File: src/rtl/inv_park_sequencer.sv
// Inverse Park sequencer: fetches sin/cos for one (d, q, theta) sample and computes
// alpha/beta on a single time-shared signed multiplier with round-half-up saturation.
module inv_park_sequencer #(
    parameter int unsigned SC_TIMEOUT = 64
) (
    input  logic        clk,
    input  logic        rst,
    input  logic        in_valid,
    output logic        in_ready,
    input  logic [15:0] d,
    input  logic [15:0] q,
    input  logic [15:0] theta,
    output logic        sc_req,
    output logic [15:0] sc_theta,
    input  logic        sc_ack,
    input  logic [15:0] sc_sin,
    input  logic [15:0] sc_cos,
    output logic        out_valid,
    input  logic        out_ready,
    output logic [15:0] alpha,
    output logic [15:0] beta,
    output logic        out_err,
    output logic        busy
);

    typedef enum logic [2:0] {IDLE, LOOKUP, MUL0, MUL1, MUL2, MUL3, DONE} state_t;

    localparam logic [9:0] WAIT_LAST = 10'(SC_TIMEOUT - 1);

    state_t             state, state_nxt;
    logic signed [15:0] d_r, q_r, sin_r, cos_r;
    logic        [15:0] theta_r;
    logic        [9:0]  wait_cnt;
    logic signed [33:0] acc_a, acc_b, acc_b_fin;
    logic signed [15:0] mul_a, mul_b;
    logic signed [31:0] prod;
    logic        [15:0] alpha_r, beta_r;
    logic               err_r;
    logic               timeout_hit;

    function automatic logic [15:0] round_sat(input logic signed [33:0] acc);
        logic signed [33:0] rnd;
        logic signed [18:0] r;
        rnd = acc + 34'sd16384;
        r   = 19'(rnd >>> 15);
        if (r > 19'sd32767)
            return 16'h7FFF;
        else if (r < -19'sd32768)
            return 16'h8000;
        else
            return r[15:0];
    endfunction

    // An ack in the expiring cycle takes precedence over the timeout.
    assign timeout_hit = !sc_ack && (wait_cnt == WAIT_LAST);

    always_ff @(posedge clk) begin
        if (rst)
            state <= IDLE;
        else
            state <= state_nxt;
    end

    always_comb begin
        state_nxt = state;
        case (state)
            IDLE:    if (in_valid) state_nxt = LOOKUP;
            LOOKUP:  if (sc_ack) state_nxt = MUL0;
                     else if (timeout_hit) state_nxt = DONE;
            MUL0:    state_nxt = MUL1;
            MUL1:    state_nxt = MUL2;
            MUL2:    state_nxt = MUL3;
            MUL3:    state_nxt = DONE;
            DONE:    if (out_ready) state_nxt = IDLE;
            default: state_nxt = IDLE;
        endcase
    end

    always_comb begin
        mul_a = d_r;
        mul_b = cos_r;
        case (state)
            MUL1:    begin mul_a = q_r; mul_b = sin_r; end
            MUL2:    begin mul_a = d_r; mul_b = sin_r; end
            MUL3:    begin mul_a = q_r; mul_b = cos_r; end
            default: begin mul_a = d_r; mul_b = cos_r; end
        endcase
    end

    assign prod      = mul_a * mul_b;
    assign acc_b_fin = acc_b + 34'(prod);

    always_ff @(posedge clk) begin
        if (rst) begin
            d_r      <= '0;
            q_r      <= '0;
            theta_r  <= '0;
            sin_r    <= '0;
            cos_r    <= '0;
            wait_cnt <= '0;
            acc_a    <= '0;
            acc_b    <= '0;
            alpha_r  <= '0;
            beta_r   <= '0;
            err_r    <= 1'b0;
        end else begin
            case (state)
                IDLE: begin
                    wait_cnt <= '0;
                    if (in_valid) begin
                        d_r     <= d;
                        q_r     <= q;
                        theta_r <= theta;
                    end
                end
                LOOKUP: begin
                    wait_cnt <= wait_cnt + 10'd1;
                    if (sc_ack) begin
                        sin_r <= sc_sin;
                        cos_r <= sc_cos;
                    end else if (timeout_hit) begin
                        alpha_r <= '0;
                        beta_r  <= '0;
                        err_r   <= 1'b1;
                    end
                end
                MUL0: acc_a <= 34'(prod);
                MUL1: acc_a <= acc_a - 34'(prod);
                MUL2: acc_b <= 34'(prod);
                MUL3: begin
                    acc_b   <= acc_b_fin;
                    alpha_r <= round_sat(acc_a);
                    beta_r  <= round_sat(acc_b_fin);
                    err_r   <= 1'b0;
                end
                default: ;
            endcase
        end
    end

    assign in_ready  = (state == IDLE);
    assign sc_req    = (state == LOOKUP);
    assign sc_theta  = theta_r;
    assign out_valid = (state == DONE);
    assign alpha     = alpha_r;
    assign beta      = beta_r;
    assign out_err   = err_r;
    assign busy      = (state != IDLE);

endmodule

File: config.mk
export PLATFORM = sky130hd
export DESIGN_NAME = inv_park_sequencer
export DESIGN_NICKNAME = d
export VERILOG_FILES = /design/src/rtl/inv_park_sequencer.sv
export SDC_FILE = /design/constraint.sdc
export NUM_CORES = 1
export LEC_CHECK = 0
export ABC_CLOCK_PERIOD_IN_PS = 12300
export CAP_MARGIN = 30
export CORE_ASPECT_RATIO = 0.9
export CORE_MARGIN = 8
export CORE_UTILIZATION = 53
export CTS_BUF_LIST = sky130_fd_sc_hd__clkbuf_8
export DETAILED_ROUTE_END_ITERATION = 8
export PLACE_DENSITY = 0.8
export SYNTH_ARGS = -nofsm -noshare
export SYNTH_HDL_FRONTEND = slang
export SYNTH_SLANG_ARGS = --single-unit
File: constraint.sdc
create_clock -name clk -period 12.3 [get_ports clk]
set_input_delay 2.46 -clock clk [delete_from_list [all_inputs] [get_ports clk]]
set_output_delay 2.46 -clock clk [all_outputs]
set_load 0.05 [all_outputs]
==> impl_metrics.tcl <==
set metrics [dict create \
    outcome "completed" \
    final_common_cell "nand2_1" \
    start_util_pct 53.4 \
    cp_max_fo 27 \
    io_buffers 137 \
    clockRootBuffer "clkbuf_8" \
    p_leak_nw 11.1 \
    critPathMostFrequentCell "fa_1" \
    seqPwrFrac_pct 29.6 \
    grt_pass1_vias 19400 \
    cts_max_path_buffers 2 \
    die_y_um 210 \
    ys.flop_type "dfxtp_1" \
    insertion_delay_ns 0.54 \
    hpwlAfterDp_um 51300 \
    rows 71 \
    wl_met2_um 29400 \
    achievable-frequency_mhz 86.6 \
    drcViolationCount 0 \
    hold_ws_ns 0.461 \
    cpMaxStageDelayCell "dfxtp_1" \
    ys_ff_latch 194 \
    max-vdd-ir-drop_v 0.000162 \
    clkPwrFrac_pct 19.4 \
    wl_met3_um 5420 \
    die-area_sq_um 48600 \
    core_area_sq_um 41500 \
    grt_max_degree 103 \
    grt.overflow.total 0 \
    synth_cell_types 93 \
    worst_setup_path_end_kind "flip-flop" \
    power.switching_w 0.00108 \
    dr_total_vias 19700 \
    top_layer_used "met4" \
    gp_congestion 0.971 \
    clock-sinks 194 \
    drv_slew 0 \
    synth.area.top_cells "fa_1, dfxtp_1, ha_1, nand2_1, inv_1" \
    maxSlewHeadroom_pct 33.6 \
    hold_class "flip-flop to flip-flop" \
    avgSynthCellArea_sq_um 8.21 \
    synth_fp_nets 3198 \
    tns_ns 0 \
    powerDensity_nw_per_um2 98.6 \
    seqCellArea_sq_um 3880 \
    h-tree-depth 4 \
    synth_cells 2696 \
    first_iter_violations 1653 \
    first_pass_iters 7 \
    synthArstFlopShare_pct 0 \
    syn_area_sq_um 22100 \
    drv_cap 0 \
    synth_edf_count 0 \
    rr_worst_depth 40 \
    fin_crit_ns 11.55 \
    filler_cell_count 3599 \
    layout_common_cells "nand2_1, inv_1, nor2_1, fa_1, dfxtp_1" \
    ioPinCount 138 \
    synth_top_area_share_pct 23.9 \
    layout-drive-gt1-share_pct 6.45 \
    die_w_um 231 \
    critPathLaunchType "flip-flop" \
    setup_viol 0 \
    crit_path_max_incr_delay_ns 0.59 \
    min_path_cells 2 \
    grt_setup_unrepaired "no" \
    final_antenna_net_count 0 \
    ys_seq_area_share_pct 17.5 \
    worstPathArrival_ns 11.95 \
    ys.warnings.count 0 \
    cts_buffers 17 \
    worstMarginPinSlew_ns 0.989 \
    antenna_found_initial 0 \
    layout_worst_path_cycle_share_pct 93.9 \
    finalHoldViolCount 0 \
    viasPerCell 5.85 \
    tritoncts "yes" \
    final_net_count 3309 \
    switching_share_pct 44.1 \
    wirelength_um 63500 \
    avgRoutedWirePerCell_um 18.9 \
    clkTransAtPathRegs_ns 0.12 \
    multiInputGateArea_sq_um 16500 \
    area_growth_syn_to_layout_pct 11.8 \
    fin_skew_ns 0.0239 \
    p_int_w 0.00136 \
    setup.worst_path.class "flip-flop to flip-flop" \
    worstPathRequired_ns 12.70 \
    synth_top_cell_by_area "fa_1" \
    wl_met1_um 27400 \
    grt_pass1_wl_um 102000 \
    p_comb_share_pct 51.0 \
    groute.usage.overall_pct 26.0 \
]
==> through the flow <==
step                      power [W]  setup slack (ns)  instances  utilization [%]  cell area (sq um)
after global placement      0.00191             0.857       3327             58.3              24200
after global routing        0.00259            0.0761       3367             59.7              24800
final                       0.00244             0.751       3369             59.7              24800
after floorplan             0.00161              1.41       2696                -              22100
after CTS                   0.00242             0.315       3361             59.4              24700
after detailed placement    0.00194             0.354       3329             58.4              24200
==> timing repair <==
action / 4_1_cts / 5_1_grt
buffers inserted: 0 / 5
hold buffers: 0 / 0
endpoints found under the setup margin: 0 / 15
resized for setup: 0 / 5
==> final timing paths <==
kind                                  start     endpoint  slack [ns]
worst min-delay path            sc_theta[8]  sc_theta[8]        0.46
worst max register to register     state[2]      beta[8]        0.75
worst min register to register  sc_theta[8]  sc_theta[8]        0.46
worst max-delay path               state[2]      beta[8]        0.75
==> layout make-up <==
class | count | share of cell area (%)
clock buffers | 17 | 0.945
multi-input cells | 2034 | 66.7
repair buffers | 198 | 7.58
inverters | 362 | 5.49
diodes | 2 | 0.0202
flip-flops and latches | 194 | 15.7
well taps | 547 | 2.76
clock inverters | 15 | 0.804
==> power by group through the flow <==
stage / logic [W] / registers [W] / clock network, W
final: 0.00124 / 0.000722 / 0.000474
after global routing: 0.00136 / 0.000728 / 0.000504
after CTS: 0.00122 / 0.000720 / 0.000485
after detailed placement: 0.00121 / 0.000734 / 0
after global placement: 0.00117 / 0.000732 / 0
after floorplan: 0.000875 / 0.000739 / 0
==> critical path: cells and delay by family (launching register included) <==
| kind | cells | cell delay (ns) |
|---|---|---|
| flops | 1 | 0.59 |
| xor+xnor | 3 | 0.70 |
| simple gates | 11 | 2.50 |
| fa+ha+maj | 8 | 3.95 |
| compound gates | 9 | 2.48 |
| mux | 1 | 0.22 |
| buf+inv | 8 | 0.94 |
==> per-layer routing <==
| metal | global-route usage (%) | up-vias |
|---|---|---|
| met5 | 0 | - |
| met4 | 7.73 | 0 |
| met3 | 5.93 | 107 |
| met2 | 41.3 | 800 |
| met1 | 35.1 | 9675 |
| li1 | - | 9120 |
==> synthesized netlist by cell type (19+ instances only) <==
cell	number
nand2_1	388
inv_1	361
nor2_1	314
fa_1	264
dfxtp_1	194
a21oi_1	184
ha_1	153
clkbuf_1	83
xnor2_1	75
a211oi_1	60
o21ai_0	48
nor3_1	46
a21o_1	45
xor2_1	40
mux2i_1	38
nand3_1	30
mux2_2	28
nand2b_1	19
==> registers in the layout, indices dropped and copies added, names as in the netlist, 10 cells and up <==
name,count
beta,16
cos_r,16
alpha,16
d_r,16
q_r,16
sc_theta,16
acc_b,34
sin_r,16
wait_cnt,10
acc_a,34
==> kinds of logic (layout without fill, tap and decap cells) <==
kind of cell	after synthesis	count (layout)	synth area share (%)
AOI/OAI and AO/OA	519	519	16.1
adders and majority gates	417	417	32.5
muxes	66	66	3.14
xor gates and xnor gates	116	116	4.65
DFF	194	194	17.5
and+or+nand+nor	916	916	18.0
other	0	2	0
buffers and inverters	468	592	8.06
Note: power is estimated with default switching activity, not from simulation.
